### config.mk
export PLATFORM = sky130hd
export DESIGN_NAME = hazard_control_unit_flat
export DESIGN_NICKNAME = d
export VERILOG_FILES = /design/src/rtl/hazard_control_unit_if.sv /design/src/rtl/hazard_control_unit.sv /design/src/flat_wrapper.sv
export SDC_FILE = /design/constraint.sdc
export NUM_CORES = 1
export LEC_CHECK = 0
export ABC_AREA = 1
export CAP_MARGIN = 5
export CORE_UTILIZATION = 30
export CTS_CLUSTER_SIZE = 40
export DETAILED_ROUTE_END_ITERATION = 8
export PLACE_DENSITY = 0.68
export SYNTH_ARGS = -nofsm -noshare
export SYNTH_HDL_FRONTEND = slang
export SYNTH_SLANG_ARGS = --single-unit
### constraint.sdc
create_clock -name clk -period 3.7 [get_ports clk]
set_clock_uncertainty 0.2 [all_clocks]
set_input_delay 0.37 -clock clk [delete_from_list [all_inputs] [get_ports clk]]
set_output_delay 0.37 -clock clk [all_outputs]
set_load 0.005 [all_outputs]
### src/rtl/hazard_control_unit_if.sv
// Hazard control bundle: ID/EX-stage hazard inputs from the pipeline and the
// stall/flush controls returned by the hazard unit.
interface hazard_control_unit_if #(
  parameter int STALL_COUNT_WIDTH = 16
);
  logic [31:0]                  id_instruction;
  logic [3:0]                   id_ex_rd;
  logic                         id_ex_reg_write;
  logic                         id_ex_mem_to_reg;
  logic                         pc_source_select;
  logic                         pc_enable;
  logic                         if_id_enable;
  logic                         nop_select;
  logic [1:0]                   hazard_state;
  logic [STALL_COUNT_WIDTH-1:0] stall_count;

  // Pipeline side: presents the instruction/EX state, consumes the controls.
  modport master (
    output id_instruction, id_ex_rd, id_ex_reg_write, id_ex_mem_to_reg, pc_source_select,
    input  pc_enable, if_id_enable, nop_select, hazard_state, stall_count
  );

  // Hazard unit side.
  modport slave (
    input  id_instruction, id_ex_rd, id_ex_reg_write, id_ex_mem_to_reg, pc_source_select,
    output pc_enable, if_id_enable, nop_select, hazard_state, stall_count
  );
endinterface

### src/rtl/hazard_control_unit.sv
// Load-use hazard detection and branch flush control for a 5-stage ARM-like
// pipeline. Stalls PC and IF/ID and inserts a bubble when the ID instruction
// reads the destination of a load in EX; squashes one wrong-path instruction
// after a taken branch; counts bubble cycles with saturation.
module hazard_control_unit #(
  parameter int STALL_COUNT_WIDTH = 16
) (
  input logic             clk,
  input logic             reset,
  hazard_control_unit_if.slave hz
);

  typedef enum logic [1:0] {
    RUN   = 2'b00,
    STALL = 2'b01,
    FLUSH = 2'b10
  } state_t;

  state_t                       state;
  state_t                       state_next;
  logic [STALL_COUNT_WIDTH-1:0] count;

  logic       use_rn;
  logic       use_rm;
  logic       use_rd;
  logic       hazard;
  logic       pc_en;
  logic       ifid_en;
  logic       nop;
  logic [3:0] opcode;

  assign opcode = hz.id_instruction[24:21];

  // Decode which register fields the ID instruction reads (condition ignored).
  always_comb begin
    use_rn = 1'b0;
    use_rm = 1'b0;
    use_rd = 1'b0;
    if (hz.id_instruction != '0) begin
      unique case (hz.id_instruction[27:26])
        2'b00: begin
          use_rn = !((opcode == 4'b1101) || (opcode == 4'b1111));
          use_rm = !hz.id_instruction[25];
        end
        2'b01: begin
          use_rn = 1'b1;
          use_rm = hz.id_instruction[25];
          use_rd = !hz.id_instruction[20];
        end
        default: ;
      endcase
    end
  end

  // Load-use hazard: a load in EX writes a register the ID instruction reads.
  always_comb begin
    hazard = hz.id_ex_mem_to_reg && hz.id_ex_reg_write &&
             ((use_rn && (hz.id_instruction[19:16] == hz.id_ex_rd)) ||
              (use_rm && (hz.id_instruction[3:0]   == hz.id_ex_rd)) ||
              (use_rd && (hz.id_instruction[15:12] == hz.id_ex_rd)));
  end

  // Next-state and pipeline controls; reset forces the free-running defaults.
  always_comb begin
    pc_en      = 1'b1;
    ifid_en    = 1'b1;
    nop        = 1'b0;
    state_next = RUN;
    if (!reset) begin
      unique case (state)
        RUN, STALL: begin
          if (hazard) begin
            pc_en      = 1'b0;
            ifid_en    = 1'b0;
            nop        = 1'b1;
            state_next = STALL;
          end else if (hz.pc_source_select) begin
            state_next = FLUSH;
          end
        end
        FLUSH: begin
          nop = 1'b1;
        end
        default: ;
      endcase
    end
  end

  // State register and saturating bubble counter.
  always_ff @(posedge clk or posedge reset) begin
    if (reset) begin
      state <= RUN;
      count <= '0;
    end else begin
      state <= state_next;
      if (nop && (count != '1)) begin
        count <= count + STALL_COUNT_WIDTH'(1);
      end
    end
  end

  assign hz.pc_enable    = pc_en;
  assign hz.if_id_enable = ifid_en;
  assign hz.nop_select   = nop;
  assign hz.hazard_state = state;
  assign hz.stall_count  = count;

endmodule
### src/flat_wrapper.sv
// flat-port wrapper written by rule: the top's interface ports become plain ports
module hazard_control_unit_flat 
#(
  parameter int STALL_COUNT_WIDTH = 16
)
  (clk, reset, hz_id_instruction, hz_id_ex_rd, hz_id_ex_reg_write, hz_id_ex_mem_to_reg, hz_pc_source_select, hz_pc_enable, hz_if_id_enable, hz_nop_select, hz_hazard_state, hz_stall_count);
  hazard_control_unit_if #(.STALL_COUNT_WIDTH(STALL_COUNT_WIDTH)) hz_i ();
  input logic clk;
  input logic reset;
  input wire logic [$bits(hz_i.id_instruction)-1:0] hz_id_instruction;
  input wire logic [$bits(hz_i.id_ex_rd)-1:0] hz_id_ex_rd;
  input wire logic [$bits(hz_i.id_ex_reg_write)-1:0] hz_id_ex_reg_write;
  input wire logic [$bits(hz_i.id_ex_mem_to_reg)-1:0] hz_id_ex_mem_to_reg;
  input wire logic [$bits(hz_i.pc_source_select)-1:0] hz_pc_source_select;
  output wire logic [$bits(hz_i.pc_enable)-1:0] hz_pc_enable;
  output wire logic [$bits(hz_i.if_id_enable)-1:0] hz_if_id_enable;
  output wire logic [$bits(hz_i.nop_select)-1:0] hz_nop_select;
  output wire logic [$bits(hz_i.hazard_state)-1:0] hz_hazard_state;
  output wire logic [$bits(hz_i.stall_count)-1:0] hz_stall_count;
  assign hz_i.id_instruction = hz_id_instruction;
  assign hz_i.id_ex_rd = hz_id_ex_rd;
  assign hz_i.id_ex_reg_write = hz_id_ex_reg_write;
  assign hz_i.id_ex_mem_to_reg = hz_id_ex_mem_to_reg;
  assign hz_i.pc_source_select = hz_pc_source_select;
  assign hz_pc_enable = hz_i.pc_enable;
  assign hz_if_id_enable = hz_i.if_id_enable;
  assign hz_nop_select = hz_i.nop_select;
  assign hz_hazard_state = hz_i.hazard_state;
  assign hz_stall_count = hz_i.stall_count;
  hazard_control_unit #(.STALL_COUNT_WIDTH(STALL_COUNT_WIDTH)) u_core (.clk(clk), .reset(reset), .hz(hz_i));
endmodule
# Word-level counts from Yosys, hierarchy flattened
# Index checks and enable logic that the tools add are counted.
word_totals:
  register_bits: 18
  in_bits: 41
  out_inout_bits: 21
op_classes:
  n_addsub: 1
  n_eq_ne: 9
  muxes: 16
  reduce_logical: 16
op_table:
  columns: ["op", "n"]
  rows:
  - ["32-bit nonzero test", 1]
  - ["16-bit by 1-bit adder with 16-bit output (second input constant)", 1]
  - ["16-bit != test (second input constant)", 1]
  - ["4-bit == test", 3]
  - ["1-bit 2-to-1 mux", 9]
  - ["4-bit == test (second input constant)", 2]
  - ["2-bit 2-to-1 mux", 4]
  - ["1-bit logical AND", 6]
  - ["1-bit one-hot mux with 2 select lines", 3]
  - ["2-bit by 1-bit == test with 1-bit output (second input constant)", 2]
  - ["2-bit zero test", 2]
  - ["1-bit zero test", 3]
  - ["1-bit logical OR", 3]
  - ["2-bit == test (second input constant)", 1]
  - ["2-bit OR reduction", 1]

# Longest topological paths before layout
depth:
  depth_word: 13
  depth_mapped: 12
  ltp_nobuf: 11

# Worst setup path before layout
# Ideal clock, no wire load.
synth_path:
  path_kind: "register -> register"
  start: "register u_core.count[0], in the netlist u_core.hz.stall_count[0]"
  end: "register u_core.count[0], in the netlist u_core.hz.stall_count[0]"
  arrival_time_ns: 1.530
  t_required_ns: 3.382
  slack_ns: 1.852
  path_stages_with_launch: 10
  cell_sequence: "dfrtp_1 ha_1 nand3_1 inv_2 nand4_4 nor2_4 nand4_4 clkbuf_1 nand4_1 nand2_1"
synth_between:
  elab_chain_cells: 2
  elab_cells_between_ends: 3
  classes_between: "add/sub: 1; eq/ne: 1; reduce/logical: 1"
synth_rtl:
  columns: ["item", "line_no", "source"]
  rows:
  - ["start: declaration", "hazard_control_unit.sv:21", "logic [STALL_COUNT_WIDTH-1:0] count;"]
  - ["start signal: assignment", "hazard_control_unit.sv:97", "count <= count + STALL_COUNT_WIDTH'(1);"]
  - ["branches (longest 2 deep; another with 16-bit by 1-bit adder with 16-bit output)", null, null]
# Parallel ways; which one is timed is not known.
# A chain may end at the register's enable or synchronous reset.

# Worst setup path in the final report
layout_path:
  start: "input port hz_id_ex_rd[1]"
  end: "output port hz_nop_select"
layout_between:
  elab_chain_cells: 8
  elab_cells_between_ends: 12
  classes_between: "eq/ne: 3; mux: 3; reduce/logical: 6"
layout_rtl:
  columns: ["item", "line_no", "source"]
  rows:
  - ["start: declaration", "flat_wrapper.sv:11", "input wire logic [$bits(hz_i.id_ex_rd)-1:0] hz_id_ex_rd;"]
  - ["4-bit == test, on equally long branches", "hazard_control_unit.sv:58, hazard_control_unit.sv:59", null]
  - ["1-bit logical AND, on equally long branches", "hazard_control_unit.sv:58, hazard_control_unit.sv:59", null]
  - ["1-bit logical OR", "hazard_control_unit.sv:58", "((use_rn && (hz.id_instruction[19:16] == hz.id_ex_rd)) ||"]
  - ["1-bit logical OR *", "hazard_control_unit.sv:59", "(use_rm && (hz.id_instruction[3:0] == hz.id_ex_rd)) ||"]
  - ["1-bit logical AND *", "hazard_control_unit.sv:57", "hazard = hz.id_ex_mem_to_reg && hz.id_ex_reg_write &&"]
  - ["1-bit 2-to-1 mux *", "hazard_control_unit.sv:72", "if (hazard) begin"]
  - ["1-bit one-hot mux with 2 select lines *", "hazard_control_unit.sv:70", "unique case (state)"]
  - ["1-bit 2-to-1 mux *", "hazard_control_unit.sv:69", "if (!reset) begin"]
  - ["end: declaration", "flat_wrapper.sv:17", "output wire logic [$bits(hz_i.nop_select)-1:0] hz_nop_select;"]
# Every way passes the cells marked *; elsewhere a longest branch is shown, timed or not.

==> flow_summary.toml <==
[power_and_ir_drop]
power_frac_clock_pct = 27.9
p_sw_uw = 184
total_power_uw = 602
combPwrFrac_pct = 31.5
p_seq_share_pct = 40.6
p_leak_uw = 0.00110
power_density_nw_per_um2 = 266
p_int_uw = 418
ir_drop_mv = 0.174
p_sw_share_pct = 30.6

[critical_path]
cpMostUsedCell = "nand2_1"
rr_startpoint = "u_core.hz.stall_count[0]$_DFFE_PP0P_"
worst-path-buf-inv = 3
worstPathMaxFanout = 4
cp_data_arrival_time_ns = 2.20
start_kind = "primary input"
end_kind = "output port"
path_cells = "clkdlybuf4s50_1, inv_1, nand2_1, nand2_1, nor2_1, nand3_1, nand3_1, nand2_1, a21boi_0, clkdlybuf4s50_1"
cp_top_family = "buffers and inverters"
max_stage_delay_ns = 0.53
slowest_stage = "clkdlybuf4s50_1"
critical_path_class = "in2out"
worstPathRequired_ns = 3.13
critPathLaunch = "hz_id_ex_rd[1]"

[logic_synthesis]
ys_ff_latch = 18
syn_nets = 286
yosysTopAreaCellShare_pct = 29.4
syn_inst = 244
synthTopCellsByArea = "dfrtp_1 29%, nand2_1 23%, nor2_1 9.3%"
synth_seq_area_share_pct = 29.4
yosys.cell_types.count = 24
yosysWarnings = 0
yosys.area.top_type = "dfrtp_1"
syn_avg_cell_area_um2 = 6.28
netlist_area_um2 = 1530

[sta]
maxSlewHeadroom_pct = 64.7
hold_violations = 0
min_period_ns = 2.77
timing.final.max_slew_violations = 0
max_freq_mhz = 362
worst_pin_slew_ns = 0.524
finalCritPeriodShare_pct = 74.7
grt_setup_unrepaired = "no"
setup_tns_ns = 0
finalSetupViolations = 0
setup_slack_ns = 0.935

[floorplanning]
start_util_pct = 31.8
die_w_um = 73.5
design.core.area_um2 = 4820
io-pin-count = 62
placementRows = 25
dieHeight_um = 73.5
die-area_um2 = 5400

[finish]
nFillCells = 503
mostFrequentLayoutCell = "nand2_1"
layout_common_cells = "92 x nand2_1, 61 x clkdlybuf4s50_1, 38 x nor2_1"
diodes = 0
fin_nets = 349
stdcell_count = 373
layout-drive-gt1-share_pct = 4.58
area_growth_pct = 47.8

[global_routing]
grt_max_degree = 20
grt_first_pass_wirelength_mm = 6.77
grt-ovfl-total = 0
antenna_found_initial = 0
grt_pass1_vias = 1523
gr-usage-all-layers_pct = 16.2

[clocking]
max-clock-path-buffers = 2
cts.sinks = 18
insertion_delay_ns = 0.26
htreeDepth = 1
postCtsHoldBufs = 0
cts_inserted_buffers = 3
post-cts-setup-buffers = 0
ctsResizeCount = 0
path_clk_slew_ns = 0.07
root_buffer = "clkbuf_8"
cts_tree = "done"

[placed_design]
dp_hpwl_mm = 3.32
port-buffer-count = 61
place_inst = 369
place.gp.congestion = 0.834
post-place-ws_ns = 0.935

[hold_path]
holdCritPathClass = "in2async"

[detailed_routing]
via_per_inst = 4.53
antenna_left = 0
drtIter0Drc = 92
dr.pass1.iters = 4
drcViolationCount = 0
drt-wirelength-per-cell_um = 11.3
wl_mm = 4.20
vias = 1691

[run_status]
status = "complete, no violations"

[flow_run]
maxCapViolCount = 0
[power groups by stage]
stage / Sequential [uW] / Combinational (uW) / Clock [uW]
detailed placement: 249 / 191 / 0
global route: 250 / 214 / 178
finish: 244 / 190 / 168
global placement: 248 / 187 / 0
CTS: 245 / 192 / 171
floorplan: 244 / 83.6 / 0
[registers in the layout (all words and copies together) (netlist names)]
signal                  count
u_core.hz.stall_count      16
u_core.hz.hazard_state      2
[worst register-to-register path, stage by stage (launching register included)]
cell and delay, ns:
dfrtp_1 0.43, ha_1 0.21, nand3_1 0.17, inv_2 0.14, nand4_4 0.10, nor2_4 0.12
nand4_4 0.25, nand3_2 0.36, nand2_1 0.10, nand2_1 0.07
[through the flow]
stage	instance area (um^2)	utilization, %	hold slack [ns]
finish	2270	47.0	0.306
global route	2270	47.0	0.337
CTS	2270	47.0	0.309
detailed placement	2210	45.9	0.339
global placement	2210	45.9	0.322
floorplan	1530	-	0.117
[cell families after synthesis]
group	after synthesis	share of synthesized area (%)
adders and majority gates	1	0.816
AOI/OAI and AO/OA	3	1.31
and+or+nand+nor	173	51.1
buffers and inverters	35	9.39
xor gates and xnor gates	14	8.00
DFF	18	29.4
[cells in the mapped netlist, drive strengths merged]
cell type / instances
xnor2: 6
nor2: 40
nor3b: 1
buf: 3
ha: 1
nand3: 12
nand3b: 1
nand4: 20
clkbuf: 2
a21oi: 1
nor4: 1
nand2: 93
nor3: 5
inv: 30
xor2: 8
dfrtp: 18
a21boi: 2
[routing by layer]
| metal | GRT usage (%) | vias to the layer above | share of wire (%) |
|---|---|---|---|
| met4 | 3.42 | 0 | 1.0 |
| li1 | - | 894 | - |
| met1 | 21.6 | 751 | 47 |
| met2 | 26.9 | 42 | 47 |
| met3 | 3.43 | 4 | 4.9 |
| met5 | 0 | - | 0 |
[cell type report]
cell class                      count  area (um^2)  share of cell area [%]
Multi-Input combinational cell    191          938                    41.4
Tap cell                           67         83.8                    3.70
Inverter                           30          113                    4.97
Clock buffer                        4         55.1                    2.43
Sequential cell                    18          450                    19.9
Timing Repair Buffer               63          626                    27.6
[path summary, 6_finish.rpt]
check	endpoint	cells past startpoint	slack (ns)
min in group clk	u_core.hz.stall_count[10]$_DFFE_PP0P_	2	0.36
min	u_core.hz.hazard_state[1]$_DFF_PP0_	3	0.31
max	hz_nop_select	10	0.93
max in group asynchronous	u_core.hz.stall_count[10]$_DFFE_PP0P_	3	2.79
min reg2reg	u_core.hz.stall_count[10]$_DFFE_PP0P_	2	0.36
max reg2reg	u_core.hz.stall_count[3]$_DFFE_PP0P_	9	1.47
Power figures use the tool's default switching activity.
